===== src/rtl/imem_arb_pkg.sv =====
// Shared types and constants for the instruction-memory arbiter between the
// core fetch port and the program loader.
package imem_arb_pkg;

    typedef enum logic [1:0] {
        IDLE  = 2'd0,
        FETCH = 2'd1,
        LOAD  = 2'd2,
        YIELD = 2'd3
    } arb_state_t;

    localparam int unsigned DEFAULT_MAX_BURST = 16;

    // Wide enough for any supported address width; the top slices it down.
    localparam int unsigned MASK_W = 64;
    localparam logic [MASK_W-1:0] WORD_ALIGN_MASK = ~64'h3;

endpackage


===== src/rtl/imem_burst_counter.sv =====
// Saturating count of consecutive loader beats, used to force a fetch slot
// once the loader has held memory for MAX_BURST beats.
module imem_burst_counter
    import imem_arb_pkg::*;
#(
    parameter int unsigned MAX_BURST = DEFAULT_MAX_BURST
) (
    input  logic clk,
    input  logic rst,
    input  logic inc,
    input  logic clr,
    output logic at_max
);

    localparam int unsigned CNT_W = $clog2(MAX_BURST + 1);
    localparam logic [CNT_W-1:0] MAX_CNT = CNT_W'(MAX_BURST);

    logic [CNT_W-1:0] count;

    always_ff @(posedge clk or negedge rst) begin
        if (!rst) begin
            count <= '0;
        end else if (clr) begin
            count <= '0;
        end else if (inc && (count != MAX_CNT)) begin
            count <= count + CNT_W'(1);
        end
    end

    // High when the limit is already reached or is reached by the beat being
    // granted right now, so the FSM can yield without granting an extra beat.
    assign at_max = (count == MAX_CNT) || (inc && (count == MAX_CNT - CNT_W'(1)));

endmodule


===== src/rtl/imem_arbiter.sv =====
// Arbitrates a single-ported instruction memory between core fetch and a
// loader, with loader priority, bounded loader bursts and 1-cycle read data.
module imem_arbiter
    import imem_arb_pkg::*;
#(
    parameter int unsigned MAX_BURST = DEFAULT_MAX_BURST,
    parameter int unsigned ADDR_W    = 32
) (
    input  logic              clk,
    input  logic              rst,
    input  logic              f_req,
    input  logic [ADDR_W-1:0] f_addr,
    output logic              f_gnt,
    output logic [31:0]       f_rdata,
    output logic              f_rvalid,
    input  logic              l_req,
    input  logic              l_we,
    input  logic              l_last,
    input  logic [ADDR_W-1:0] l_addr,
    input  logic [31:0]       l_wdata,
    output logic              l_gnt,
    output logic [31:0]       l_rdata,
    output logic              l_rvalid,
    output logic [ADDR_W-1:0] mem_A,
    output logic [31:0]       mem_WD,
    output logic              mem_WE,
    input  logic [31:0]       mem_RD,
    output logic              halt,
    output logic              err
);

    localparam logic [ADDR_W-1:0] ADDR_MASK = WORD_ALIGN_MASK[ADDR_W-1:0];

    arb_state_t state;
    arb_state_t next_state;
    logic       at_max;
    logic       misaligned;
    logic       burst_clr;

    always_comb begin
        f_gnt      = f_req && ((state == FETCH) || (state == YIELD));
        l_gnt      = l_req && (state == LOAD);
        misaligned = (l_addr[1:0] != 2'b00);
        mem_WE     = l_gnt && l_we && !misaligned;
        mem_WD     = l_wdata;
        if (f_gnt) begin
            mem_A = f_addr & ADDR_MASK;
        end else if (l_gnt) begin
            mem_A = l_addr & ADDR_MASK;
        end else begin
            mem_A = '0;
        end
    end

    // Loader wins ties; a finishing beat takes precedence over the yield check.
    always_comb begin
        next_state = state;
        case (state)
            IDLE: begin
                if (l_req)      next_state = LOAD;
                else if (f_req) next_state = FETCH;
            end
            FETCH: begin
                if (l_req)       next_state = LOAD;
                else if (!f_req) next_state = IDLE;
            end
            LOAD: begin
                if (l_gnt && l_last)      next_state = f_req ? FETCH : IDLE;
                else if (!l_req)          next_state = IDLE;
                else if (f_req && at_max) next_state = YIELD;
            end
            YIELD: begin
                if (l_req)      next_state = LOAD;
                else if (f_req) next_state = FETCH;
                else            next_state = IDLE;
            end
            default: next_state = IDLE;
        endcase
    end

    assign burst_clr = (state == LOAD) && (next_state != LOAD);

    imem_burst_counter #(
        .MAX_BURST(MAX_BURST)
    ) u_burst_counter (
        .clk   (clk),
        .rst   (rst),
        .inc   (l_gnt),
        .clr   (burst_clr),
        .at_max(at_max)
    );

    always_ff @(posedge clk or negedge rst) begin
        if (!rst) begin
            state    <= IDLE;
            halt     <= 1'b0;
            err      <= 1'b0;
            f_rdata  <= '0;
            f_rvalid <= 1'b0;
            l_rdata  <= '0;
            l_rvalid <= 1'b0;
        end else begin
            state    <= next_state;
            halt     <= (next_state == LOAD);
            f_rvalid <= f_gnt;
            l_rvalid <= l_gnt && !l_we;
            if (f_gnt) begin
                f_rdata <= mem_RD;
            end
            if (l_gnt && !l_we) begin
                l_rdata <= mem_RD;
            end
            if (l_gnt && l_we && misaligned) begin
                err <= 1'b1;
            end
        end
    end

endmodule


===== config.mk =====
export PLATFORM = sky130hd
export DESIGN_NAME = imem_arbiter
export DESIGN_NICKNAME = d
export VERILOG_FILES = /design/src/rtl/imem_arb_pkg.sv /design/src/rtl/imem_burst_counter.sv /design/src/rtl/imem_arbiter.sv
export SDC_FILE = /design/constraint.sdc
export NUM_CORES = 1
export LEC_CHECK = 0
export CORE_UTILIZATION = 34
export DETAILED_ROUTE_END_ITERATION = 10
export GPL_TIMING_DRIVEN = 0
export PLACE_DENSITY = 0.81
export SLEW_MARGIN = 10
export SYNTH_ARGS = -nofsm -noshare
export SYNTH_HDL_FRONTEND = slang
export SYNTH_SLANG_ARGS = --single-unit
export TNS_END_PERCENT = 30

===== constraint.sdc =====
create_clock -name clk -period 1.7 [get_ports clk]
set_input_delay 0.425 -clock clk [delete_from_list [all_inputs] [get_ports clk]]
set_output_delay 0.425 -clock clk [all_outputs]
set_load 0.01 [all_outputs]

==> key figures <==
CTS
  • CTS tree: done
  • Root Buffer: clkbuf_8
  • Max Buffers Root-to-Sink: 2
  • Clock transition at path regs: 0.08 ns
  • CTS H-tree depth: 3
  • Worst skew pair latency: 0.33 ns
  • Clk sinks: 75
  • CTS Buf Count: 9

Pwr
  • Peak supply drop: 598 µV
  • Power per cell area: 886 nW/µm²
  • Cell leakage power: 3.52 nW
  • Total power: 0.00579 W

Yosys
  • Distinct cell type count of the synthesized netlist: 35
  • Syn avg cell area: 10.8 µm²
  • Yosys reg bits: 75
  • Sequential area share after synthesis: 53.4%
  • Synth warn: 0
  • Mapped Cells: 325
  • Post-Syn Area: 3520 µm²

Worst setup path
  • FF-to-FF path depth: 6
  • CP max FO: 10
  • Worst path top cell family by delay: flip-flops
  • Critical R2R Launch: u_burst_counter.count[0]$_DFFE_PN0P_
  • WP buf/inv: 3
  • Biggest cell delay along the critical path: 0.41 ns
  • Reg-to-reg slack, setup: 0.05 ns
  • RR Endpoint: state[0]$_DFF_PN0_
  • CP arrival: 1.53 ns
  • Startpoint types: flop
  • CP max stage cell: dfrtp_1
  • Critical Path RT: 1.27 ns
  • CP Cell Sequence: nand3b_4, inv_8, buf_6, a22o_1, buf_4
  • Setup Crit Path Kind: flop to output port
  • CP Capture Type: output port

Floorplan
  • Die area: 10800 µm²
  • Starting Density: 35.5%
  • Site Rows: 36
  • IO Pins: 269
  • Chip Width: 104 µm
  • Core Box Area: 9910 µm²
  • Die Y: 104 µm

Min path
  • Hold endpoint: f_rdata[3]$_DFFE_PN0P_
  • Min-delay src: f_rdata[3]$_DFFE_PN0P_
  • Hold Crit Class: flop to flop
  • Hold path depth: 2

Status
  • Status: complete, but fails checks
  • Failing checks: setup timing

Placement
  • Input/output buffers: 232
  • Worst slack, placed: -1.31 ns
  • DP HPWL: 10000 µm
  • Final GP Congestion: 0.924
  • Placed Cells: 692

STA
  • Final Hold Fails: 0
  • Achievable clock frequency: 511 MHz
  • Skew final: 0.00595 ns
  • Tmin final: 1.96 ns
  • Final worst slack: -0.257 ns
  • RSZ-0062 raised after global routing: true
  • Pins over their slew limit: 0
  • Setup_tns: -7.22 ns
  • Endpoints failing setup: 32
  • Fin crit share: 115%

Routing
  • DR pass1 iterations: 4
  • ANT nets after route: 0
  • DR vias/cell: 4.67
  • 1st-iter DRT viols: 151
  • # DRC: 0
  • Final wirelength: 13200 µm
  • Vias: 3363
  • Routed len/inst: 18.3 µm

Flow run
  • Max-cap viol count: 0

Layout
  • Seq. cell area: 1880 µm²
  • Multi-input gate area: 1340 µm²
  • Final #Nets: 720
  • Layout area overhead: 85.8%
  • Final core utilization: 66.0%
  • Most frequent cells in the layout: clkdlybuf4s50_1 (139), nand2_1 (99), dfrtp_1 (75), buf_4 (47), dlymetal6s2s_1 (47)
  • Fill count: 766
  • Most common cell after layout, fill and taps aside: clkdlybuf4s50_1
  • Fin cells: 720
  • Share of layout cells above drive strength 1: 26.4%
  • Antenna cell count: 0

Global route
  • Initial antenna violation count: 0
  • Global-route wire length before repair: 19900 µm
  • Vias in the first global route: 3550
  • Total gr overflow: 0
  • Pin count of the biggest net entering global routing: 54
  • Gr usage total: 24.2%
-- synthesized netlist by cell type --
library cell | n | area [µm²]
nand2_1 | 101 | 379
dfrtp_1 | 75 | 1880
buf_4 | 35 | 263
mux2_2 | 32 | 360
a22o_1 | 31 | 272
buf_2 | 8 | 40.0
buf_6 | 3 | 33.8
clkbuf_1 | 3 | 11.3
ha_1 | 3 | 37.5
inv_1 | 3 | 11.3
nor2_1 | 3 | 11.3
a21boi_0 | 2 | 15.0
inv_2 | 2 | 7.51
nor2b_1 | 2 | 12.5
o21ai_0 | 2 | 10.0
a21oi_1 | 1 | 5.00
a21oi_2 | 1 | 8.76
a221oi_2 | 1 | 15.0
and2_1 | 1 | 6.26
and3_1 | 1 | 6.26
and4bb_2 | 1 | 12.5
conb_1 | 1 | 3.75
nand2b_1 | 1 | 6.26
nand3b_4 | 1 | 20.0
nand4_1 | 1 | 6.26
nor2_2 | 1 | 6.26
nor2_8 | 1 | 20.0
nor3_1 | 1 | 5.00
o211ai_1 | 1 | 7.51
o21ai_2 | 1 | 8.76
o21bai_1 | 1 | 7.51
o22ai_1 | 1 | 6.26
o31ai_1 | 1 | 7.51
xnor2_1 | 1 | 8.76
xor2_1 | 1 | 8.76
-- cells by family (layout without fill, tap and decap cells) --
group / Yosys count / count (layout) / synth area share (%)
and+or+nand+nor: 115 / 115 / 14.0
DFF: 75 / 75 / 53.4
buffers and inverters: 54 / 315 / 10.4
AOI/OAI and AO/OA: 43 / 43 / 10.3
muxes: 32 / 32 / 10.2
adders and majority gates: 3 / 3 / 1.07
xor gates and xnor gates: 2 / 2 / 0.498
other: 1 / 2 / 0.107
-- area by class of cell --
class | count | area share [%]
Sequential cell | 75 | 28.7
Clock buffer | 11 | 2.32
Buffer | 49 | 6.13
Inverter | 5 | 0.517
Timing Repair inverter | 1 | 0.0957
Timing Repair Buffer | 245 | 38.8
Tap cell | 133 | 2.55
Clock inverter | 4 | 0.402
Multi-Input combinational cell | 197 | 20.5
-- state kept, by name, indices dropped and copies added, names as in the netlist --
| signal | count |
|---|---|
| halt | 1 |
| l_rdata | 32 |
| err | 1 |
| u_burst_counter.count | 5 |
| l_rvalid | 1 |
| f_rvalid | 1 |
| state | 2 |
| f_rdata | 32 |
-- worst max-delay path by stage --
stage                            start                      to  cells past startpoint
global placement                   rst  f_rdata[6]$_DFFE_PN0P_                      1
finish              state[0]$_DFF_PN0_               mem_A[20]                      5
CTS                 state[0]$_DFF_PN0_               mem_A[14]                      6
detailed placement               f_req               mem_A[27]                      6
floorplan           state[0]$_DFF_PN0_                  mem_WE                      5
global route        state[0]$_DFF_PN0_                  mem_WE                      6
-- what timing repair did --
item,CTS,global route
hold buffers,1,0
pin swaps,10,6
setup buffers,7,1
cloned,3,1
endpoints found under the hold margin,22,0
resized for setup,196,61
setup endpoints to repair,44,86
-- report_power, final --
part           switching [W]  internal (W)
clock network       0.000657      0.000600
registers           0.000209       0.00218
logic               0.000890       0.00126
total                0.00176       0.00404
-- layer usage --
| metal | GRT usage (%) | routed length, µm |
|---|---|---|
| met5 | 0 | 0 |
| met4 | 8.88 | 330 |
| met3 | 6.80 | 1130 |
| met2 | 41.5 | 6530 |
| met1 | 28.9 | 5190 |
-- worst min-delay path: stages, from the launching register on --
cell	delay, ns
dfrtp_1	0.34
nand2_1	0.05
nand2_1	0.05
-- metrics by stage --
stage | hold slack, ns | instance area, µm²
floorplan | 0.129 | 3520
global placement | 0.458 | 6010
detailed placement | 0.354 | 6030
CTS | 0.482 | 6320
global route | 0.497 | 6540
finish | 0.472 | 6540
Power figures use the tool's default switching activity.
